File: src/rtl/hs_pkg.sv
// Shared definitions for the send/ack four-phase handshake (sender and receiver).
// Contents: FSM state type and encodings, default word width, count-width helper.
package hs_pkg;

  // Handshake FSM state, kept as plain 1-bit constants for legacy compatibility
  typedef logic [0:0] hs_state_t;
  localparam hs_state_t HS_IDLE = 1'b0;
  localparam hs_state_t HS_ACK  = 1'b1;

  localparam int unsigned HS_WORD_W = 8;

  // Width of a counter that must hold values 0..w inclusive
  function automatic int unsigned hs_cnt_w(input int unsigned w);
    return $clog2(w + 1);
  endfunction

  localparam int unsigned HS_CNT_W = hs_cnt_w(HS_WORD_W);

endpackage : hs_pkg

File: src/rtl/hs_word_rx_sync_ff.sv
// Single-bit multi-flop synchroniser for a signal that is asynchronous to clk.
// Ports: clk, rst (async active-low), d (async input), q (synchronised output).
module sync_ff #(
  parameter int unsigned STAGES = 2
) (
  input  logic clk,
  input  logic rst,
  input  logic d,
  output logic q
);

  logic [STAGES-1:0] chain;

  // Shift chain; the last flop is the synchronised output
  always_ff @(posedge clk or negedge rst) begin
    if (!rst) chain <= '0;
    else      chain <= {chain[STAGES-2:0], d};
  end

  assign q = chain[STAGES-1];

endmodule : sync_ff

File: src/rtl/hs_word_rx.sv
// Receiving end of the 1-bit send/ack four-phase handshake. Synchronises 'send',
// samples 'data' once per handshake, returns 'ack', and assembles WORD_W-bit words
// for a valid/ready consumer. Backpressure is applied by withholding 'ack'.
// Ports:
//   clk, rst (async active-low)
//   send, data  : handshake request and serial bit from the foreign sender
//   ack         : handshake acknowledge (registered)
//   clr         : discard partial word (ignored while a complete word is waiting)
//   word_data, word_valid, word_ready : assembled-word output port
//   bit_cnt     : bits currently held in the shift register
module hs_word_rx
  import hs_pkg::*;
#(
  parameter int unsigned WORD_W      = HS_WORD_W,
  parameter int unsigned SYNC_STAGES = 2,
  parameter bit          MSB_FIRST   = 1'b1
) (
  input  logic                         clk,
  input  logic                         rst,
  input  logic                         send,
  input  logic                         data,
  output logic                         ack,
  input  logic                         clr,
  output logic [WORD_W-1:0]            word_data,
  output logic                         word_valid,
  input  logic                         word_ready,
  output logic [$clog2(WORD_W+1)-1:0]  bit_cnt
);

  localparam int unsigned      CNT_W    = hs_cnt_w(WORD_W);
  localparam logic [CNT_W-1:0] CNT_FULL = CNT_W'(WORD_W);
  localparam logic [CNT_W-1:0] CNT_LAST = CNT_W'(WORD_W - 1);

  logic              s_send;
  hs_state_t         state;
  hs_state_t         state_nxt;
  logic              ack_nxt;
  logic              accept_c;
  logic              shift_full_c;
  logic              room_c;
  logic [WORD_W-1:0] shreg;
  logic [WORD_W-1:0] shreg_nxt;
  logic [WORD_W-1:0] shifted_c;
  logic [WORD_W-1:0] word_nxt;
  logic              valid_nxt;
  logic [CNT_W-1:0]  cnt_nxt;

  // 'send' crosses into the clk domain here; nothing below looks at raw 'send'
  sync_ff #(.STAGES(SYNC_STAGES)) u_sync_send (
    .clk (clk),
    .rst (rst),
    .d   (send),
    .q   (s_send)
  );

  // A complete word parked in the shift register stalls further bit acceptance
  assign shift_full_c = (bit_cnt == CNT_FULL);
  // Output holding register can take a word this cycle
  assign room_c       = !word_valid || word_ready;

  // State and ack registers
  always_ff @(posedge clk or negedge rst) begin
    if (!rst) begin
      state <= HS_IDLE;
      ack   <= 1'b0;
    end else begin
      state <= state_nxt;
      ack   <= ack_nxt;
    end
  end

  // Next-state: one bit per send high phase, held off while stalled
  always_comb begin
    state_nxt = state;
    accept_c  = 1'b0;
    case (state)
      HS_IDLE: begin
        if (s_send && !shift_full_c) begin
          accept_c  = 1'b1;
          state_nxt = HS_ACK;
        end
      end
      HS_ACK: begin
        if (!s_send) state_nxt = HS_IDLE;
      end
      default: state_nxt = HS_IDLE;
    endcase
    ack_nxt = (state_nxt == HS_ACK);
  end

  // First received bit ends up at the MSB (shift left) or LSB (shift right)
  assign shifted_c = MSB_FIRST ? {shreg[WORD_W-2:0], data} : {data, shreg[WORD_W-1:1]};

  // Shift register, bit count and output holding register next values
  always_comb begin
    shreg_nxt = shreg;
    cnt_nxt   = bit_cnt;
    word_nxt  = word_data;
    valid_nxt = word_valid;

    if (word_valid && word_ready) valid_nxt = 1'b0;

    if (shift_full_c) begin
      // Parked word moves across once the holding register frees up; clr is ignored
      if (room_c) begin
        word_nxt  = shreg;
        valid_nxt = 1'b1;
        cnt_nxt   = '0;
      end
    end else if (accept_c) begin
      shreg_nxt = shifted_c;
      if (clr) begin
        // Old bits are dropped; the new bit starts a fresh word
        cnt_nxt = CNT_W'(1);
      end else if (bit_cnt == CNT_LAST) begin
        if (room_c) begin
          word_nxt  = shifted_c;
          valid_nxt = 1'b1;
          cnt_nxt   = '0;
        end else begin
          cnt_nxt = CNT_FULL;
        end
      end else begin
        cnt_nxt = bit_cnt + CNT_W'(1);
      end
    end else if (clr) begin
      cnt_nxt = '0;
    end
  end

  // Datapath registers
  always_ff @(posedge clk or negedge rst) begin
    if (!rst) begin
      shreg      <= '0;
      bit_cnt    <= '0;
      word_data  <= '0;
      word_valid <= 1'b0;
    end else begin
      shreg      <= shreg_nxt;
      bit_cnt    <= cnt_nxt;
      word_data  <= word_nxt;
      word_valid <= valid_nxt;
    end
  end

endmodule : hs_word_rx

File: config.mk
export PLATFORM = sky130hd
export DESIGN_NAME = hs_word_rx
export DESIGN_NICKNAME = d
export VERILOG_FILES = /design/src/rtl/hs_pkg.sv /design/src/rtl/hs_word_rx_sync_ff.sv /design/src/rtl/hs_word_rx.sv
export SDC_FILE = /design/constraint.sdc
export NUM_CORES = 1
export LEC_CHECK = 0
export CAP_MARGIN = 20
export CORE_UTILIZATION = 48
export DETAILED_ROUTE_END_ITERATION = 10
export GPL_ROUTABILITY_DRIVEN = 0
export PLACE_DENSITY = 0.74
export SLEW_MARGIN = 20
export SYNTH_ARGS = -nofsm -noshare
export SYNTH_HDL_FRONTEND = slang
export SYNTH_SLANG_ARGS = --single-unit
File: constraint.sdc
create_clock -name clk -period 3.2 [get_ports clk]
set_input_delay 0.48 -clock clk [delete_from_list [all_inputs] [get_ports clk]]
set_output_delay 0.48 -clock clk [all_outputs]
set_load 0.005 [all_outputs]
==> results of run 1 <==
-- per-layer routing --
| metal | routed length (µm) | up-vias | global-route usage | share of wire |
|---|---|---|---|---|
| li1 | - | 396 | - | - |
| met1 | 1010 | 405 | 0.267 | 0.48 |
| met2 | 996 | 15 | 0.291 | 0.48 |
| met3 | 56 | 4 | 0.0179 | 0.027 |
| met4 | 23 | 0 | 0.0972 | 0.011 |
| met5 | 0 | - | 0 | 0 |
-- cell families after synthesis --
kind of cell    count (synthesis)  synth area share
simple gates                   44             0.193
fa+ha+maj                       2            0.0219
mux                            16             0.158
flops                          24             0.525
compound gates                 13            0.0777
buf+inv                         5            0.0252
-- placed cells by master, fill, tap and decap left out, types with 2 or more instances in the layout --
cell type / instances
dfrtp_1: 24
a21oi_1: 4
o21ai_0: 3
ha_1: 2
clkbuf_4: 3
nor2_1: 5
clkdlybuf4s50_1: 19
inv_1: 2
mux2_2: 16
nand2_1: 27
-- worst paths after layout --
check,endpoint,start
min in group asynchronous,word_data[5],rst
setup reg to reg,word_data[7],bit_cnt[1]
setup / recovery,word_data[7],bit_cnt[1]
hold reg to reg,u_sync_send.chain[1],u_sync_send.chain[0]
hold / removal,u_sync_send.chain[1],u_sync_send.chain[0]
max in group asynchronous,shreg[6],rst
-- stage by stage --
stage | hold slack (ps) | total power (W) | cells | utilization
finish | 363 | 0.000722 | 153 | 0.630
global route | 380 | 0.000760 | 153 | 0.630
CTS | 364 | 0.000725 | 153 | 0.630
detailed placement | 335 | 0.000513 | 149 | 0.607
global placement | 333 | 0.000500 | 149 | 0.607
floorplan | 184 | 0.000463 | 104 | -
-- power by group through the flow --
stage | Combinational [W] | Clock (W) | Sequential, W
final | 0.000114 | 0.000216 | 0.000392
after global routing | 0.000131 | 0.000227 | 0.000401
after CTS | 0.000115 | 0.000218 | 0.000392
after detailed placement | 0.000114 | 0 | 0.000398
after global placement | 0.000108 | 0 | 0.000392
after floorplan | 0.0000781 | 0 | 0.000385
-- area by class of cell --
type	instances	area (µm²)
Clock buffer	3	22.5
Inverter	2	7.51
Multi-Input combinational cell	75	514
Clock inverter	1	30.0
Tap cell	28	35.0
Sequential cell	24	601
Timing Repair Buffer	20	198
Fill cell	185	826
-- worst max-delay path, stage by stage (launching register included) --
cell and delay [ps]:
dfrtp_1 460, inv_1 100, ha_1 150, nand3b_1 420, a21oi_4 450, mux2_2 380
-- sequential cells by signal (all words and copies together) (netlist names) --
name	count
u_sync_send.chain	2
state	1
word_data	8
shreg	8
word_valid	1
bit_cnt	4
==> metrics.md, run 1 <==
| Metric | Value |
|---|---|
| Root Driver | clkbuf_4 |
| Cell Pwr Density | just over 500 mW/mm² |
| Clock power share | 0.299 |
| Max IR drop VDD | roughly 0.4 mV |
| P_int | 0.000541 W |
| Gate power share | 0.158 |
| Most common cell in the netlist | nand2_1 |
| Worst Setup End Kind | flip-flop |
| DP Area | between 0.001 and 0.0015 mm² |
| LEAKAGE | 0.659 nW |
| Setup_tns | 0 ps |
| Fin area | between 0.001 and 0.0015 mm² |
| Top cells by area, synth | dfrtp_1 53%, mux2_2 16%, nand2_1 8.9% |
| Sequential power share | 0.543 |
| HP Class | flip-flop to flip-flop |
| Rel. slew slack | 0.519 |
| Mapped Area | ~0.0011 mm² |
| Max cap viols | 0 |
| Worst clock skew | slightly above 6 ps |
| Die width | between 50 and 60 µm |
| Unrepaired setup endpoints after global routing | false |
| Area growth from synthesis to layout | 23.1% |
| Post-CTS setup repair buffer count | 0 |
| Clk slew on worst S/H paths | around 120 ps |
| Post-cts resize count | 0 |
| Core Box Area | about 0.0022 mm² |
| Drt initial violations | 6 |
| Critical Path RT | ~3400 ps |
| Max-slew violations | 0 |
| Period minus WS final | ~2100 ps |
| Switch Pwr | roughly 0.00018 W |
| Post-route ant nets | 0 |
| Hold path depth | 0 |
| Boundary pin count | 20 |
| Wirelength per Cell | 13.6 µm |
| Layout cells sized above 1 | 0.224 |
| WL final | 2090 µm |
| R2r setup slk | around 1100 ps |
| Rows | 17 |
| CTS tree | yes |
| FF-to-FF path depth | 5 |
| Post-cts hold buffer count | 0 |
| Post-layout worst setup margin | ~1100 ps |
| Post-synth EDFFs | 0 |
| Cell taking the most area after synthesis | dfrtp_1 |
| Clk_lat worst skew | 310 ps |
| Synth warn | 0 |
| DRC | 0 |
| Final Hold Vio Count | 0 |
| Syn_area_per_cell | 11.0 µm² |
| Drt pass-1 iters | 4 |
| WS Path Type | flip-flop to flip-flop |
| Leading post-synthesis cells by instance count | 27 x nand2_1, 24 x dfrtp_1, 16 x mux2_2 |
| Status | finished clean |
| Pre-CTS setup slack | between 1000 and 1500 ps |
| Main flop type after synthesis | dfrtp_1 |
| TritonCTS Buffers | 3 |
| CTS sink count | 24 |
| Clk buf depth | 2 |
| GR Util All Layers | 0.189 |
| Via Count | between 800 and 900 |
| #FFs+latches synth | 24 |
| Routed vias/inst | 5.36 |
| First-pass GRT wire length | between 3000 and 4000 µm |
| Initial antenna violation count | 0 |
| Worst setup SP type | flip-flop |
| Critical Path AT | between 2000 and 2500 ps |
| Syn Nets | between 100 and 150 |
| Async SR Flop Fraction | 1.00 |
| Die H | approximately 51 µm |
| Die ar. | approximately 0.0026 mm² |
| Vias in the first global route | 796 |
| Crit Path Max Fanout | 13 |
| Unique masters post-synth | 28 |
| Cells after Synth | 104 |
| IO buf count | 19 |
| F_max | roughly 480 MHz |
| Antenna diodes | 0 |
| Initial Util | 0.512 |
| Setup Viol. Count Final | 0 |
| Top-area cell type share of the netlist area | 0.525 |
| H-tree lvl count | 1 |
| Fin nets | between 100 and 150 |
| Sequential fraction of the synthesis area | 0.525 |
| Total grt overflow | 0 |
| Sw Ratio | 0.251 |
| Slew at the pin closest to its max-slew limit | roughly 700 ps |
| Period utilization | 0.645 |
| DP Wirelength | 1480 µm |
| Largest net degree at the start of global routing | 25 |
No activity file was read; power rests on OpenSTA's default activity.
==> run 2, diff against run 1 <==
==> constraint.sdc (replaced) <==
create_clock -name clk -period 1.9 [get_ports clk]
set_input_delay 0.285 -clock clk [delete_from_list [all_inputs] [get_ports clk]]
set_output_delay 0.285 -clock clk [all_outputs]
set_load 0.005 [all_outputs]
==> metrics.md, run 2 (synthesis gave the netlist of run 1 again) <==
| Metric | Value |
|---|---|
| Non-Filler Instances | 156 |
| Via Count | slightly above 800 |
| Worst Setup End Kind | flip-flop |
| Max incr delay on CP | between 400 and 500 ps |
| Placed cell count | 152 |
| Initial Util | 0.512 |
| Total grt overflow | 0 |
| Setup Viol. Count Final | 0 |
| Fillers | roughly 190 |
| Die width | between 50 and 60 µm |
| Hold_ws | 311 ps |
| Register area | between 600 and 700 µm² |
| Max cap viols | 0 |
| Vias in the first global route | between 800 and 900 |
| Die H | between 50 and 60 µm |
| Clk_lat worst skew | approximately 320 ps |
| Setup_tns | 0 ps |
| Routed vias/inst | around 5.3 |
| Largest net degree at the start of global routing | 25 |
| Core Box Area | about 0.0022 mm² |
| Clk buf depth | 2 |
| Max-slew violations | 0 |
| Commonest non-fill, non-tap cells in the layout | 27 x nand2_1, 23 x dfrtp_1, 19 x clkdlybuf4s50_1 |
| Initial antenna violation count | 0 |
| Max IR drop VDD | approximately 0.53 mV |
| Post-layout worst setup margin | about 110 ps |
| Top delay family on crit path | flip-flops |
| Total power | approximately 0.0012 W |
| First-pass GRT wire length | around 3700 µm |
| Critical Path AT | 2000 ps |
| DP Wirelength | 1500 µm |
| Drt pass-1 iters | 4 |
| TritonCTS Buffers | 3 |
| CTS tree | yes |
| Worst setup SP type | flip-flop |
| Slowest CP cell | dfrtp_1 |
| Period minus WS final | between 1500 and 2000 ps |
| Post-route ant nets | 0 |
| Status | finished clean |
| Slew at the pin closest to its max-slew limit | around 310 ps |
| Combined area of the multi-input logic cells | about 500 µm² |
| HP Class | input port to async pin |
| Clk slew on worst S/H paths | 130 ps |
| Post-cts resize count | 0 |
| Most common cell after layout, fill and taps aside | nand2_1 |
| WP buf/inv | 0 |
| Fin nets | about 140 |
| Crit Path Max Fanout | 8 |
| Boundary pin count | 20 |
| WL final | between 2000 and 2500 µm |
| DRC | 0 |
| Die ar. | ~0.0026 mm² |
| Root Driver | clkbuf_4 |
| Antenna diodes | 0 |
| Period utilization | 0.940 |
| Worst path cell trace | ha_1 > and3b_4 > nand3b_4 > a21oi_4 > mux2_2 |
| Final Hold Vio Count | 0 |
| H-tree lvl count | 1 |
| Worst clock skew | about 9.1 ps |
| Area growth from synthesis to layout | 25.2% |
| Pre-CTS setup slack | around 96 ps |
| Post-cts hold buffer count | 0 |
| Post-CTS setup repair buffer count | 0 |
| Wirelength per Cell | around 13 µm |
| CTS sink count | 24 |
| F_max | 560 MHz |
| GR Util All Layers | 0.197 |
| LEAKAGE | approximately 0.67 nW |
| WS Path Type | flip-flop to flip-flop |
| IO buf count | 19 |
| Largest regs | shreg: 8 flops, word_data: 8 flops, bit_cnt: 4 flops |
| Rows | 17 |
| Unrepaired setup endpoints after global routing | false |
| Cell Pwr Density | 850 mW/mm² |
| Layout cells sized above 1 | 0.250 |
| Critical Path RT | 2110 ps |
| Drt initial violations | 8 |
| Rel. slew slack | 0.795 |
-- run 2: cell types whose count changed in the layout (fill, tap and decap cells not counted), sizes merged --
cell and delta:
buf +3
-- run 2: final timing paths --
path	slack (ps)	end	cells after the start	startpoint
min reg2reg	370	u_sync_send.chain[1]	0	u_sync_send.chain[0]
max	110	word_data[6]	5	bit_cnt[1]
max reg2reg	110	word_data[6]	5	bit_cnt[1]
max in group asynchronous	1340	bit_cnt[0]	2	rst
min	310	shreg[5]	2	rst
min in group clk	370	u_sync_send.chain[1]	0	u_sync_send.chain[0]
-- run 2: layout make-up --
type,instances,share of cell area
Sequential cell,24,0.420
Multi-Input combinational cell,75,0.359
Timing Repair Buffer,23,0.154
Tap cell,28,0.0245
Clock inverter,1,0.0210
Clock buffer,3,0.0157
Inverter,2,0.00524
-- run 2: metrics by stage --
step	util	area, µm²
after global routing	0.641	1430
after CTS	0.640	1430
final	0.641	1430
after floorplan	-	1140
after global placement	0.617	1380
after detailed placement	0.617	1380
-- run 2: power by group --
group          internal, W  leakage, nW  switching (W)
Sequential        0.000588        0.303      0.0000715
Clock             0.000214       0.0279       0.000151
Combinational     0.000114        0.340      0.0000794
-- run 2: per-layer routing --
| layer | GRT usage | wire length (µm) | vias up |
|---|---|---|---|
| met4 | 0.111 | 42 | 0 |
| met5 | 0 | 0 | - |
| li1 | - | - | 398 |
| met1 | 0.254 | 946 | 410 |
| met3 | 0.0327 | 75 | 5 |
| met2 | 0.316 | 1020 | 18 |
==> RTL edit 1, RTL diff (flow settings as in run 2) <==
Change the package constant `HS_WORD_W` from 8 to 16.
--- a/src/rtl/hs_pkg.sv
+++ b/src/rtl/hs_pkg.sv
@@ -9,3 +9,3 @@
 
-  localparam int unsigned HS_WORD_W = 8;
+  localparam int unsigned HS_WORD_W = 16;
 
Ports: changed (resized bit_cnt and word_data); port bits go from 20 to 29. The function was not compared with the original's and may differ.
==> RTL edit 1 against run 2 <==
Worst setup slack worse by 89 ps; non-clock buffer count is 20 higher; sequential cell count is 17 higher; design area is 69% higher; routed wire length is 83% higher; core utilization is 5.8 points higher; synthesized area is 58% higher; total power is 90% higher.
==> RTL edit 1: results (changes against run 2) <==
- Mux share of post-synthesis cell area: 9.965% (-5.8 points)
- Met1 usage: 25.27% (-0.17 points)
- Top Registers: shreg x16, word_data x16, bit_cnt x5
- Post-Syn Instances: 130 (+25%)
- Total power: 2.317 mW (+90%)
- M1 WL: 1.715 mm (+81%)
- Synth cell types: 32 (+14%)
- Met2 routed WL: 1.891 mm (+86%)
- Largest net degree at the start of global routing: 23 (-8.0%)
- CTS resizes: 1 (+1)
- Sequential power: 1.29 mW (+95%)
- Synth area leaders: dfrtp_1 (57%), mux2_2 (10%), a2bb2oi_2 (8.3%)
- Synth top cells by count: dfrtp_1 (41), mux2_2 (16), o22ai_1 (16)
- DP HPWL: 2.547 mm (+69%)
- Cell Area, Placed: 0.002211 mm^2 (+60%)
- Internal power: 1.663 mW (+82%)
- Later-pin clock latency in the skew report: 300 ps (-20 ps)
- Clk slew on worst S/H paths: 80 ps (-50 ps)
- Met3 routed WL: 137 um (+83%)
- Critical path peak fanout: 6 (-2)
- Nets: 180 (+31%)
- Status: complete, no violations
- Multi-input gate count: 79 (+5.3%)
- Number of global-route vias before repair: 1349 (+67%)
- Nonclk buf count: 43 (+87%)
- CTS root buffer: clkbuf_8
- Die Wd: 63.37 um (+25%)
- Number of H-tree levels: 2 (+1)
- Post-CTS Hold Buffers: 1 (+1)
- Syn_nets: 138 (+23%)
- Avg WL per Cell: 17.37 um (+30%)
- Seq Cell Count: 41 (+71%)
- Synth Area in Adders: 1.384% (-0.80 points)
- Register area share after synthesis: 56.75% (+4.2 points)
- Layout cell share with drive strength beyond 1: 38.73% (+14 points)
- Largest family of logic cells by synthesized area: compound AO/OA/AOI/OAI gates
- Compound-gate portion of the synthesized area: 21.80% (+14 points)
- CP max stage delay: 570 ps (+110 ps)
- Met2 usage: 35.11% (+3.6 points)
- Clk_skew: 10.83 ps (+1.696 ps)
- Vias per inst: 5.680 (+6.6%)
- Initial DRC Count: 95 (+87)
- Reg-to-reg endpoint: word_data[5]$_DFFE_PN0P_
- Peak supply drop: 597.8 uV (+12%)
- Clock buffer cells: 5 (+2)
- I/O Buffers: 28 (+9)
- Final setup margin: 25.16 ps (-89.42 ps)
- Gate power share: 19.7% (+3.8 points)
- Setup crit start: bit_cnt[0]$_DFFE_PN0P_
- Power per cell area: 955.6 mW/mm^2 (+12%)
- Filler cell count: 262 (+40%)
- Sequential Area: 0.001026 mm^2 (+70%)
- Post-synthesis xor/xnor area fraction: 0.4844% (+0.48 points)
- Grt met3 use: 5.978% (+2.7 points)
- First-pass GRT wire length: 6.313 mm (+72%)
==> RTL edit 1: worst min-delay path by stage <==
stage,start,endpoint,slack [ps]
detailed placement,rst,bit_cnt[0]$_DFFE_PN0P_,280
finish,u_sync_send.chain[0]$_DFF_PN0_,u_sync_send.chain[1]$_DFF_PN0_,350
global route,u_sync_send.chain[0]$_DFF_PN0_,u_sync_send.chain[1]$_DFF_PN0_,370
floorplan,rst,bit_cnt[0]$_DFFE_PN0P_,-10
global placement,rst,bit_cnt[0]$_DFFE_PN0P_,270
CTS,u_sync_send.chain[0]$_DFF_PN0_,u_sync_send.chain[1]$_DFF_PN0_,360
==> RTL edit 1: critical path: cells and delay by family (launching register included) <==
kind / cells / cell delay, ps
AO/OA/AOI/OAI: 2 / 370
buffers and inverters: 1 / 170
AND/OR/NAND/NOR: 2 / 650
adder cells (fa/ha/maj): 1 / 180
flip-flops: 1 / 430
==> RTL edit 2, RTL diff (settings of run 2) <==
Without the edit above. Make the reset (`rst`) synchronous in 3 clocked blocks. Comments in the files are not updated.
--- a/src/rtl/hs_word_rx_sync_ff.sv
+++ b/src/rtl/hs_word_rx_sync_ff.sv
@@ -14,3 +14,3 @@
   // Shift chain; the last flop is the synchronised output
-  always_ff @(posedge clk or negedge rst) begin
+  always_ff @(posedge clk) begin
     if (!rst) chain <= '0;
--- a/src/rtl/hs_word_rx.sv
+++ b/src/rtl/hs_word_rx.sv
@@ -61,3 +61,3 @@
   // State and ack registers
-  always_ff @(posedge clk or negedge rst) begin
+  always_ff @(posedge clk) begin
     if (!rst) begin
@@ -131,3 +131,3 @@
   // Datapath registers
-  always_ff @(posedge clk or negedge rst) begin
+  always_ff @(posedge clk) begin
     if (!rst) begin
Behaviour: differs if rst is asserted again (counterexample within 4 cycles, from zero or initial values and one cycle with rst low); with rst held inactive, the same outputs for 10 cycles.
==> RTL edit 2 against run 2 <==
Worst setup slack improved by 100 ps; synthesized area fell by 7.4%; core utilization rose by 1.3 points; design area fell by 7.7%; routed wire length rose by 2.1%; maximum frequency rose by 6.0%; critical endpoint is now bit_cnt[3]$_SDFFE_PN0P_; sequential cell count did not move; critical path type unchanged; global-route usage fell by 0.60 points.
Power is not compared: it rests on default switching activity, and its combinational part moved more than twofold at a synthesized area within 25%.
==> RTL edit 2: results (changes against run 2) <==
- Register area share after synthesis: 45.39% (-7.1 points)
- Cell Area, Placed: 0.001285 mm^2 (-6.7%)
- Top Metal Used: met3
- Reg2Reg Setup Slack: 220 ps (+100 ps)
- CTS resizes: 0 (unchanged)
- Worst Reg2Reg Path Length in Cells: 6 (+1)
- Met2 routed WL: 986 um (-2.9%)
- Top Registers: shreg x8, word_data x8, bit_cnt x4
- Reg-to-reg endpoint: bit_cnt[3]$_SDFFE_PN0P_
- Synth top cells by count: dfxtp_1 (24), nand2_1 (13), a21oi_1 (10)
- Synth area leaders: dfxtp_1 (45%), o221a_2 (8.5%), o21a_1 (5.7%)
- Met2 usage: 30.79% (-0.77 points)
- Met1 usage: 25.73% (+0.28 points)
- Syn avg cell area: 9.536 um^2 (-13%)
- Initial DRC Count: 23 (+15)
- Nets: 142 (+3.6%)
- Synth cell types: 36 (+29%)
- Worst rel slew slack: 69.31% (-10 points)
- Hold Crit Class: flip-flop to flip-flop
- Crit Path Category: flip-flop to flip-flop
- Lkg Pwr: 0.4777 nW
- Largest net degree at the start of global routing: 16 (-36%)
- Reg-to-reg startpoint: bit_cnt[0]$_SDFFE_PN0P_
- Clk buf depth: 2 (unchanged)
- Diodes inserted: 0 (unchanged)
- First-pass GRT wire length: 3.588 mm (-2.2%)
- Clk slew on worst S/H paths: 120 ps
- Syn_nets: 119 (+6.3%)
- Crit path DAT: 1890 ps (-110 ps)
- Later-pin clock latency in the skew report: 300 ps (-20 ps)
- DP Worst Slack: 184.1 ps (+88.35 ps)
- Vias: 905 (+8.9%)
- Total GRT Usage: 19.13% (-0.60 points)
- Number of global-route vias before repair: 817 (+0.86%)
- Ys async rst share: 0% (-100 points)
- Met3 routed WL: 97 um (+29%)
- Non-Filler Instances: 160 (+2.6%)
- Critical path peak fanout: 7 (-1)
- Peak supply drop: 370.1 uV
- Slowest cell on the critical path: dfxtp_1
- DP HPWL: 1.574 mm (+4.7%)
- Fmax: 593.7 MHz (+6.0%)
- Status: complete, no violations
- Grt met3 use: 5.607% (+2.3 points)
- M1 WL: 1.040 mm (+9.9%)
- Layout cell share with drive strength beyond 1: 17.29% (-7.7 points)
- Clk_skew: 6.139 ps (-3.000 ps)
- Overall routed net length: 2.123 mm (+2.1%)
-- RTL edit 2: cell families after synthesis --
logic type,after synthesis,synth area share (%)
AND/OR/NAND/NOR,43,23.52
buffers and inverters,7,2.955
flip-flops,24,45.39
AO/OA/AOI/OAI,35,25.77
adder cells (fa/ha/maj),2,2.364
-- RTL edit 2: power breakdown --
group	internal (mW)	switching [mW]	total, mW
Sequential	0.507	0.00446	0.512
Combinational	0.0314	0.0263	0.0578
Clock	0.117	0.139	0.256
-- RTL edit 2: critical path, delay by kind of cell, from the launching register on --
family,cells,cell delay (ps)
compound gates,1,290
buf+inv,1,70
flops,1,460
simple gates,3,560
fa+ha+maj,1,210
-- RTL edit 2: final cells by class --
cell class / instances / area (um^2)
Clock buffer: 4 / 36.28
Fill cell: 169 / 700.7
Inverter: 3 / 11.26
Multi-Input combinational cell: 80 / 546.8
Sequential cell: 24 / 480.5
Tap cell: 27 / 33.78
Timing Repair Buffer: 22 / 212.7
-- RTL edit 2: worst min-delay path by stage --
stage | start | slack, ps | to | cells past startpoint
floorplan | u_sync_send.chain[0]$_SDFF_PN0_ | 410 | u_sync_send.chain[1]$_SDFF_PN0_ | 1
global placement | u_sync_send.chain[0]$_SDFF_PN0_ | 420 | u_sync_send.chain[1]$_SDFF_PN0_ | 1
detailed placement | u_sync_send.chain[0]$_SDFF_PN0_ | 430 | u_sync_send.chain[1]$_SDFF_PN0_ | 1
CTS | u_sync_send.chain[0]$_SDFF_PN0_ | 470 | u_sync_send.chain[1]$_SDFF_PN0_ | 1
global route | u_sync_send.chain[0]$_SDFF_PN0_ | 490 | u_sync_send.chain[1]$_SDFF_PN0_ | 1
finish | u_sync_send.chain[0]$_SDFF_PN0_ | 460 | u_sync_send.chain[1]$_SDFF_PN0_ | 1
